**config.mk**
```make
export PLATFORM = sky130hd
export DESIGN_NAME = aaxi_arbiter
export DESIGN_NICKNAME = d
export VERILOG_FILES = /design/src/rtl/aaxi_arbiter.sv
export SDC_FILE = /design/constraint.sdc
export NUM_CORES = 1
export LEC_CHECK = 0
export ABC_AREA = 1
export ABC_CLOCK_PERIOD_IN_PS = 2100
export BUFFER_PORTS_ARGS = -buffer_cell sky130_fd_sc_hd__buf_2
export CAP_MARGIN = 20
export CORE_ASPECT_RATIO = 0.5
export CORE_MARGIN = 1.5
export CORE_UTILIZATION = 45
export DETAILED_ROUTE_END_ITERATION = 8
export PLACE_DENSITY = 0.86
export SYNTH_ARGS = -nofsm -noshare
export SYNTH_HDL_FRONTEND = slang
export SYNTH_SLANG_ARGS = --single-unit
export TNS_END_PERCENT = 100
```
**constraint.sdc**
```tcl
create_clock -name clk -period 2.1 [get_ports clk]
set_input_delay 0.315 -clock clk [delete_from_list [all_inputs] [get_ports clk]]
set_output_delay 0.315 -clock clk [all_outputs]
set_load 0.05 [all_outputs]
```
**src/rtl/aaxi_arbiter.sv**
```systemverilog
// aaxi_arbiter: N-to-1 round-robin arbiter for the aaxi request/response bus.
// Merges N upstream masters onto one downstream slave port. Up to DEPTH
// requests may be outstanding; responses come back in issue order and are
// routed to the issuing master through an ID FIFO.
// Ports:
//   clk, rst                  clock, synchronous active-high reset
//   s_avalid/s_aready         per-master request handshake (s_aready is combinational)
//   s_awe/s_aaddr/s_adata/s_astrb  per-master request payload, packed by index
//   s_bvalid/s_bdata          registered response pulse and shared response data
//   m_avalid/m_aready         downstream request handshake (registered request slot)
//   m_awe/m_aaddr/m_adata/m_astrb  downstream request payload
//   m_bvalid/m_bdata          downstream in-order response
module aaxi_arbiter #(
  parameter int unsigned N     = 2,
  parameter int unsigned DEPTH = 4
) (
  input  logic              clk,
  input  logic              rst,
  input  logic [N-1:0]      s_avalid,
  output logic [N-1:0]      s_aready,
  input  logic [N-1:0]      s_awe,
  input  logic [N*30-1:0]   s_aaddr,
  input  logic [N*32-1:0]   s_adata,
  input  logic [N*4-1:0]    s_astrb,
  output logic [N-1:0]      s_bvalid,
  output logic [31:0]       s_bdata,
  output logic              m_avalid,
  input  logic              m_aready,
  output logic              m_awe,
  output logic [29:0]       m_aaddr,
  output logic [31:0]       m_adata,
  output logic [3:0]        m_astrb,
  input  logic              m_bvalid,
  input  logic [31:0]       m_bdata
);

  localparam int unsigned IW = (N > 1) ? $clog2(N) : 1;
  localparam int unsigned CW = $clog2(DEPTH + 1);
  localparam int unsigned PW = (DEPTH > 1) ? $clog2(DEPTH) : 1;

  logic [IW-1:0] rr;
  logic [IW-1:0] gnt_idx;
  logic [IW-1:0] head;
  logic          gnt_found;
  logic          slot_free;
  logic          grant;
  logic          pop;
  logic [CW-1:0] cnt;
  logic [PW-1:0] wptr;
  logic [PW-1:0] rptr;
  logic [IW-1:0] id_fifo [DEPTH];

  // Pointer wrap works for any DEPTH, including 1.
  function automatic logic [PW-1:0] ptr_inc(input logic [PW-1:0] p);
    return (p == PW'(DEPTH - 1)) ? '0 : p + PW'(1);
  endfunction

  // Round-robin search starting at rr, wrapping modulo N.
  always_comb begin
    int j;
    gnt_found = 1'b0;
    gnt_idx   = '0;
    j         = 0;
    for (int k = 0; k < int'(N); k++) begin
      j = int'(rr) + k;
      if (j >= int'(N)) j = j - int'(N);
      if (!gnt_found && s_avalid[j]) begin
        gnt_found = 1'b1;
        gnt_idx   = IW'(j);
      end
    end
  end

  assign slot_free = !m_avalid || m_aready;
  assign grant     = !rst && slot_free && (cnt < CW'(DEPTH)) && gnt_found;
  assign pop       = m_bvalid && (cnt != '0);
  assign s_aready  = grant ? (N'(1) << gnt_idx) : '0;
  assign head      = id_fifo[rptr];

  // Request slot, round-robin pointer, outstanding count and response register.
  always_ff @(posedge clk) begin
    if (rst) begin
      m_avalid <= 1'b0;
      m_awe    <= 1'b0;
      m_aaddr  <= '0;
      m_adata  <= '0;
      m_astrb  <= '0;
      s_bvalid <= '0;
      s_bdata  <= '0;
      rr       <= '0;
      cnt      <= '0;
      wptr     <= '0;
      rptr     <= '0;
    end else begin
      if (grant) begin
        m_avalid <= 1'b1;
        m_awe    <= s_awe[gnt_idx];
        m_aaddr  <= s_aaddr[int'(gnt_idx)*30 +: 30];
        m_adata  <= s_adata[int'(gnt_idx)*32 +: 32];
        m_astrb  <= s_astrb[int'(gnt_idx)*4 +: 4];
        rr       <= (gnt_idx == IW'(N - 1)) ? '0 : gnt_idx + IW'(1);
        wptr     <= ptr_inc(wptr);
      end else if (slot_free) begin
        m_avalid <= 1'b0;
      end

      // Response with nothing outstanding is a protocol violation: dropped.
      s_bvalid <= pop ? (N'(1) << head) : '0;
      if (pop) begin
        s_bdata <= m_bdata;
        rptr    <= ptr_inc(rptr);
      end

      case ({grant, pop})
        2'b10:   cnt <= cnt + CW'(1);
        2'b01:   cnt <= cnt - CW'(1);
        default: cnt <= cnt;
      endcase
    end
  end

  // ID FIFO storage; occupancy always equals cnt, so no overflow check is needed.
  always_ff @(posedge clk) begin
    if (grant) id_fifo[wptr] <= gnt_idx;
  end

endmodule

```
==> reports/results.ini, run 1 <==
[status]
outcome=completed

[floorplan]
core_area_um2=11000
num_io_pins=276
initial_core_util_pct=46.4
die-area_um2=12000
die_w_um=154
std_cell_rows=27
die_y_um=78.3

[cts]
cts_resized=0
clock_path_buffers=2
numCtsBuffers=17
cts_root_buffer=clkbuf_16
clkSlewWorstSetupHoldPaths_ns=0.06
postCtsSetupBuffers=0
htreeDepth=4
cts_sinks=116
worstSkewPairLatency_ns=0.40
cts_tree=done
cts_hold_buf=0

[placement]
dpl.hpwl_um=9890
numPortBuffers=275
globalplace.congestion=0.840

[synth]
synth-compound-area-share_pct=11.5
syn_avg_cell_area_um2=6.85
seq_area_frac_synth_pct=46.3
synth_nets=924
ys_seq_elements=116
yosysWarningCount=0
synth_area_leaders=dfxtp_1 (44%), nand2_1 (20%), a21oi_1 (7.4%), nand3_1 (6.7%), nor2_1 (6.0%)
synth_mux_area_share_pct=0
synthXorXnorAreaFrac_pct=0
synth_cells=745
syn_area_um2=5110
yosys.area.top_type=dfxtp_1
yosys.cell_types.count=19
netlist.area_leader.share_pct=43.9
synthSimpleGateAreaFrac_pct=33.4
synth_adder_area_share_pct=1.86
synth_top_family_by_area=simple AND/OR/NAND/NOR gates

[drt]
via_count=5639
dr.pass1.iters=5
viasPerCell=4.88
totalWireLength_um=13800
drt.antenna.violating_nets=0
drtIter0Drc=409
post_drt_wl_per_cell_um=12.0
drc=0

[worst_setup_path]
cp-start-kind=register
worstPathArrival_ns=1.62
r2r_slack_ns=0.36
slowest_stage=dfxtp_1
r2r_cells=11
critPathCaptureType=primary output
r2r-start=cnt[1]
r2r_end=cnt[2]
cpPeakStageDelay_ns=0.32
crit_chain=nor2_2 > nand3_2 > buf_12 > nor2_1 > clkbuf_4
timing.critical_path.from=cnt[2]
critPathKind=register to primary output
crit_path_max_fanout=78
critPathRequiredTime_ns=1.78

[global_route]
grt_first_pass_wirelength_um=22900
grt.total_usage_pct=23.2
antenna_found_initial=0
grt_max_degree=79
grt_pass1_vias=5343
grt_overflow=0

[timing]
clock_skew_ns=0.00752
tightest_slew_ns=0.735
grt_setup_unrepaired=no
tns_ns=0
hold_viol=0
final.period_utilization_pct=92.1
setup_violations=0
relSlewSlack_pct=51.0
finalCriticalPeriod_ns=1.93
slew_viol_final=0
fmaxAchievable_ghz=0.517
finalHoldWorstSlack_ns=0.169

[layout]
fin_nets=1177
drive_above_1_share_pct=32.6
fillCellCount=968
area_delta_synth_final_pct=39.4
multi_input_area_um2=2390
diodes=0
final-seq-area_um2=2360

[worst_hold_path]
min_path_type=primary input to register
worstHoldStart=m_bdata[10]
hold_path_end=s_bdata[10]
holdPathStages=3

[flow_run]
cap_viol_max_count=0

[pwr]
power.density_nw_per_um2=1270
irDropWorstVdd_mv=0.614
p_leak_uw=0.00371

==> layer usage <==
metal	up-vias	GRT usage [%]	wire length [µm]
met2	194	43.6	6950
li1	2883	-	-
met4	0	9.81	320
met5	-	0	0
met3	30	4.86	757
met1	2532	25.6	5800
==> sequential cells by signal, indices dropped and copies added (netlist names), named ones only <==
name	flops
cnt	3
id_fifo	4
m_aaddr	30
m_adata	32
m_astrb	4
m_avalid	1
m_awe	1
rptr	2
rr	1
s_bdata	32
s_bvalid	2
wptr	2
==> stage by stage <==
stage | utilization (%) | power (µW) | instances | cell area [µm²] | setup slack [ns]
after floorplan | - | 5410 | 745 | 5110 | 0.139
after global placement | 59.1 | 6110 | 1124 | 6510 | 0.369
after detailed placement | 59.1 | 6180 | 1124 | 6510 | 0.323
after CTS | 64.6 | 9110 | 1156 | 7120 | 0.127
after global routing | 64.6 | 9550 | 1156 | 7120 | 0.0163
final | 64.6 | 9030 | 1156 | 7120 | 0.166
==> layout by cell type (no fill, tap or decap), types with 6 or more instances in the layout <==
cell       instances
nand2_1          275
buf_2            274
dfxtp_1          111
nor2_1            82
a21oi_1           76
nand3_1           68
o21ai_0           41
clkbuf_16         18
inv_1             17
buf_4             13
ha_1               6
==> how the worst max path moves through the flow <==
stage | end | slack, ns | cells past startpoint
global placement | cnt[2] | 0.37 | 11
floorplan | cnt[2] | 0.14 | 10
finish | s_aready[1] | 0.17 | 5
detailed placement | cnt[2] | 0.32 | 11
CTS | s_aready[1] | 0.13 | 5
global route | s_aready[1] | 0.02 | 5
==> power breakdown <==
group          internal (µW)  total, µW  switching (µW)
registers               2660       2870             208
logic                    840       3270            2430
clock network           1860       2900            1030
total                   5360       9030            3670
==> Yosys cell counts (all sizes together) <==
cell / number
inv: 21
ha: 6
edfxtp: 4
nand3: 69
nor2: 83
clkbuf: 18
nand2: 277
fa: 1
buf: 37
a21oi: 76
o21ai: 41
dfxtp: 112
==> cells by family after synthesis <==
| kind of cell | after synthesis |
|---|---|
| AOI/OAI and AO/OA | 117 |
| buffers and inverters | 76 |
| and+or+nand+nor | 429 |
| adders and majority gates | 7 |
| DFF | 116 |
==> worst max-delay path, delay by kind of cell, from the launching register on <==
family	cells	cell delay (ns)
buffers and inverters	2	0.49
AND/OR/NAND/NOR	3	0.40
flip-flops	1	0.32
==> area by class of cell <==
class | count | area share [%]
inverter | 21 | 1.11
tap | 145 | 2.55
multi-input combinational | 553 | 33.6
clock buffer | 19 | 6.52
clock inverter | 13 | 2.04
sequential | 116 | 33.2
timing repair buffer | 289 | 21.0
(Power assumes the default switching activity.)
==> run 2, diff against run 1 <==
- ABC_CLOCK_PERIOD_IN_PS: 2100 -> 2350
- CORE_UTILIZATION: 45 -> 48
- PLACE_DENSITY: 0.86 -> 0.91
- clock period: 2.1 -> 2.35 ns (I/O delays scaled with it)
==> run 2 against run 1 <==
Net effect: global-route usage rose by 2.2 points; critical endpoint is now s_aready[0]; clock power is 13% lower; register-to-register slack better by 0.16 ns; routed wire length is 4.7% higher; sequential power is 10% lower; sequential share of layout area rose by 0.28 points.
==> reports/results.ini, run 2 (synthesis results as in run 1) <==
[worst_hold_path]
min_path_type=primary input to register

[drt]
via_count=5736  ; +1.7%
dr.pass1.iters=5  ; unchanged
drtIter0Drc=424  ; +3.7%
drc=0  ; unchanged
post_drt_wl_per_cell_um=12.6  ; +5.4%
drt.antenna.violating_nets=0  ; unchanged
viasPerCell=5.00  ; +2.4%
totalWireLength_um=14500  ; +4.7%

[global_route]
grt_first_pass_wirelength_um=23400  ; +2.2%
antenna_found_initial=0  ; unchanged
grt_pass1_vias=5253  ; -1.7%
grt_max_degree=70  ; -11%
grt.total_usage_pct=25.4  ; +2.2 points
grt_overflow=0  ; unchanged

[cts]
postCtsSetupBuffers=0  ; unchanged
htreeDepth=4  ; unchanged
numCtsBuffers=17  ; unchanged
worstSkewPairLatency_ns=0.40  ; about the same
clkSlewWorstSetupHoldPaths_ns=0.06  ; about the same
cts_tree=done
cts_root_buffer=clkbuf_16
cts_sinks=116  ; unchanged
cts_hold_buf=0  ; unchanged
cts_resized=0  ; unchanged
clock_path_buffers=2  ; unchanged

[floorplan]
die_w_um=149  ; -3.1%
die-area_um2=11300  ; -6.1%
die_y_um=75.9  ; -3.1%
core_area_um2=10300  ; -6.7%
num_io_pins=276  ; unchanged
initial_core_util_pct=49.7  ; +3.3 points
std_cell_rows=26  ; -3.7%

[timing]
finalCriticalPeriod_ns=2.04
slew_viol_final=0  ; unchanged
hold_viol=0  ; unchanged
clock_skew_ns=0.00492  ; -0.00260 ns
tightest_slew_ns=0.709  ; -0.0253 ns
relSlewSlack_pct=52.7  ; +1.7 points
final.period_utilization_pct=87.0
setup_violations=0  ; unchanged
fmaxAchievable_ghz=0.489
tns_ns=0  ; unchanged
grt_setup_unrepaired=no

[flow_run]
cap_viol_max_count=0  ; unchanged

[worst_setup_path]
cp-start-kind=register
crit_chain=nor2_2 > nand3_2 > buf_4 > nor2_1 > buf_2
critPathKind=register to primary output
critPathCaptureType=primary output
cp_num_buf_inv=2  ; unchanged
slowest_stage=dfxtp_1
crit_family=buffers and inverters
critPathRequiredTime_ns=2.00  ; +0.22 ns
crit_path_max_fanout=37  ; -53%
cpPeakStageDelay_ns=0.33  ; about the same
worstPathArrival_ns=1.69  ; +0.07 ns

[status]
outcome=completed

[layout]
area_delta_synth_final_pct=38.2
diodes=0  ; unchanged
drive_above_1_share_pct=32.3  ; -0.30 points
fillCellCount=861  ; -11%
fin_nets=1174  ; -0.25%
mostFrequentLayoutCells=nand2_1 (275), buf_2 (275), dfxtp_1 (112)
instances_no_fill=1148  ; -0.69%
largestRegisters=m_adata x32, s_bdata x32, m_aaddr x30

[placement]
globalplace.congestion=0.850  ; +1.3%
numPortBuffers=275  ; unchanged
dpl.hpwl_um=10300  ; +3.8%
dp_cells=1116  ; -0.71%

[pwr]
irDropWorstVdd_mv=0.624  ; +1.6%
p_leak_uw=0.00368  ; -0.74%
power.density_nw_per_um2=1140  ; -10%

run 2: worst paths after layout:
kind,startpoint,end,slack [ns],cells after the start
hold reg to reg,m_adata[29],m_adata[29],0.46,2
setup reg to reg,cnt[2],cnt[2],0.52,12
hold / removal,m_bdata[5],s_bdata[5],0.21,3
setup / recovery,cnt[2],s_aready[0],0.31,5
run 2: final cells by class:
class	count	area (µm²)	area share [%]
repair buffers	286	1460	20.7
flip-flops and latches	116	2360	33.5
multi-input cells	553	2390	33.9
clock inverters	14	141	2.00
well taps	140	175	2.48
clock buffers	18	450	6.38
inverters	21	78.8	1.12
run 2: through the flow:
step / utilization (%) / power (µW) / instance area [µm²] / hold WS (ns) / setup slack (ns)
after floorplan: - / 4830 / 5110 / 0.459 / 0.208
after global placement: 62.9 / 5440 / 6460 / 0.448 / 0.536
after detailed placement: 62.9 / 5530 / 6460 / 0.452 / 0.483
after CTS: 68.6 / 8080 / 7060 / 0.189 / 0.282
after global routing: 68.6 / 8480 / 7060 / 0.204 / 0.190
final: 68.6 / 8020 / 7060 / 0.207 / 0.307
run 2: power breakdown:
group	switching, µW	internal [µW]	total (µW)
clock	973	1550	2520
combinational	2190	742	2930
sequential	194	2380	2570
run 2: worst register-to-register path, cell delays in order, from the launching register on:
cell and delay [ns]:
dfxtp_1 0.36, inv_2 0.06, nand3_1 0.07, nand2_1 0.08
inv_2 0.07, ha_1 0.13, inv_1 0.07, fa_1 0.38
a21oi_1 0.17, o21ai_0 0.14, nand2_1 0.09, nand2_1 0.05
nor2_1 0.10
run 2: routing by layer:
metal / vias up / global-route usage (%) / share of wire [%]
met3: 47 / 6.02 / 6.2
li1: 2877 / - / -
met5: - / 0 / 0
met2: 224 / 45.5 / 51
met4: 0 / 10.2 / 2.5
met1: 2588 / 29.0 / 41
==> run 3, diff against run 2 <==
==> constraint.sdc (replaced) <==
create_clock -name clk -period 2.35 [get_ports clk]
set_input_delay 0.3525 -clock clk [delete_from_list [all_inputs] [get_ports clk]]
set_output_delay 0.3525 -clock clk [all_outputs]
set_load 0.005 [all_outputs]
==> run 3 against run 2 <==
Net effect: via count rose by 0.42%; final area did not move; critical path depth unchanged; power shrank 15%; core utilization unchanged; largest cell class unchanged; highest routed layer unchanged.
==> reports/results.ini, run 3 (synthesis results as in run 1) <==
[status]
outcome=completed

[pwr]
p_int_uw=4610  ; -1.4%
comb_power_share_pct=26.5  ; -10 points
p_leak_uw=0.00368  ; -0.12%
clockPowerShare_pct=35.7  ; +4.2 points
pwr-share-seq_pct=37.7  ; +5.7 points
irDropWorstVdd_mv=0.514  ; -18%
p_switching_uw=2200  ; -35%
swShare_pct=32.3  ; -9.5 points
power.density_nw_per_um2=964  ; -15%

[placement]
numPortBuffers=275  ; unchanged
globalplace.congestion=0.839  ; -1.3%
place_area_um2=6490  ; +0.35%
dpl.hpwl_um=10100  ; -1.4%

[cts]
cts_root_buffer=clkbuf_16
htreeDepth=4  ; unchanged
cts_tree=done
worstSkewPairLatency_ns=0.40  ; about the same
cts_resized=0  ; unchanged
cts_sinks=116  ; unchanged
clkSlewWorstSetupHoldPaths_ns=0.06  ; about the same
clock_path_buffers=2  ; unchanged
cts_hold_buf=0  ; unchanged
numCtsBuffers=17  ; unchanged
postCtsSetupBuffers=0  ; unchanged

[drt]
drc=0  ; unchanged
met2_length_um=7280  ; -0.64%
via_count=5760  ; +0.42%
wl_met3_um=921  ; +2.7%
dr.max_layer_used=met4
post_drt_wl_per_cell_um=12.8  ; +1.3%
viasPerCell=5.00  ; +0.16%
wl_met1_um=5910  ; +0.22%
totalWireLength_um=14700  ; +1.6%
drt.antenna.violating_nets=0  ; unchanged
drtIter0Drc=320  ; -25%
dr.pass1.iters=5  ; unchanged

[layout]
diodes=0  ; unchanged
final-seq-area_um2=2360  ; unchanged
mostFrequentLayoutCells=nand2_1 (275), buf_2 (275), dfxtp_1 (112)
fin_nets=1177  ; +0.26%
fillCellCount=880  ; +2.2%
fin_area_um2=7060  ; unchanged
drive_above_1_share_pct=32.5  ; +0.20 points
largestRegisters=m_adata x32, s_bdata x32, m_aaddr x30
area_delta_synth_final_pct=38.2  ; unchanged
multi_input_area_um2=2390  ; unchanged

[floorplan]
die_w_um=149  ; unchanged
die-area_um2=11300  ; unchanged
initial_core_util_pct=49.7  ; unchanged
core_area_um2=10300  ; unchanged
num_io_pins=276  ; unchanged
std_cell_rows=26  ; unchanged
die_y_um=75.9  ; unchanged

[timing]
tightest_slew_ns=0.716  ; +0.00635 ns
clock_skew_ns=0.00591  ; +0.000984 ns
finalHoldWorstSlack_ns=0.201  ; -0.00559 ns
slew_viol_final=0  ; unchanged
tns_ns=0  ; unchanged
final.period_utilization_pct=83.8  ; -3.1 points
fmaxAchievable_ghz=0.508  ; +3.7%
grt_setup_unrepaired=no
finalCriticalPeriod_ns=1.97  ; -0.0731 ns
setup_violations=0  ; unchanged
relSlewSlack_pct=52.3  ; -0.42 points
hold_viol=0  ; unchanged

[global_route]
grt_max_degree=71  ; +1.4%
grt_overflow=0  ; unchanged
grt_first_pass_wirelength_um=23700  ; +1.1%
antenna_found_initial=0  ; unchanged
grt_pass1_vias=5314  ; +1.2%
grt.total_usage_pct=25.8  ; +0.48 points

[worst_setup_path]
cp-start-kind=register
critPathRequiredTime_ns=2.00  ; about the same
worstPathArrival_ns=1.62  ; -0.07 ns
critPathCaptureType=primary output
critPathKind=register to primary output
crit_path_max_fanout=50  ; +35%

[worst_hold_path]
min_path_type=primary input to register

[flow_run]
cap_viol_max_count=0  ; unchanged

==> run 3: cell types whose count changed in the layout (fill, tap and decap cells not counted) <==
cell        before  now
clkbuf_16       18   17
inv_8            2    0
clkinv_4         3    5
clkinv_2         1    2
inv_6            5    2
clkinvlp_4       1    3
clkbuf_8         0    1
buf_4           11   14
==> run 3: final cells by class <==
cell class	count	share of cell area [%]
Clock inverter	14	1.84
Sequential cell	116	33.5
Inverter	21	1.12
Clock buffer	18	6.22
Timing Repair Buffer	289	21.0
Multi-Input combinational cell	553	33.9
Tap cell	140	2.48
==> run 3: path summary, 6_finish.rpt <==
check	end	cells after the start	from	slack [ns]
worst max-delay path	s_aready[1]	5	cnt[2]	0.38
worst min-delay path	s_bdata[7]	3	m_bdata[7]	0.20
worst max register to register	cnt[2]	11	cnt[2]	0.50
worst min register to register	m_adata[4]	2	m_adata[4]	0.46
==> run 3: metal layers <==
metal	up-vias	global-route usage, %
met4	0	13.9
met1	2581	28.2
met5	-	0
li1	2890	-
met2	225	45.7
met3	64	7.17
==> run 3: power by group through the flow <==
stage	sequential (µW)	combinational, µW	clock (µW)
2_1_floorplan	2630	1070	0
3_3_place_gp	2580	1730	0
3_5_place_dp	2600	1780	0
4_1_cts	2570	1810	2470
5_1_grt	2620	2050	2570
6_report	2570	1810	2430
==> run 3: per-stage QoR <==
stage          utilization, %  total power (µW)  setup WS (ns)  cells
6_report                 68.6              6800          0.380   1151
3_5_place_dp             63.1              4390          0.523   1119
5_1_grt                  68.6              7240          0.269   1151
2_1_floorplan               -              3700          0.427    745
3_3_place_gp             63.1              4310          0.581   1119
4_1_cts                  68.6              6850          0.386   1151
==> run 3: worst max-delay path, cell delays in order (launching register included) <==
cell	delay (ns)
dfxtp_1	0.37
nor2_2	0.06
nand3_2	0.08
buf_4	0.42
nor2_1	0.11
buf_2	0.16
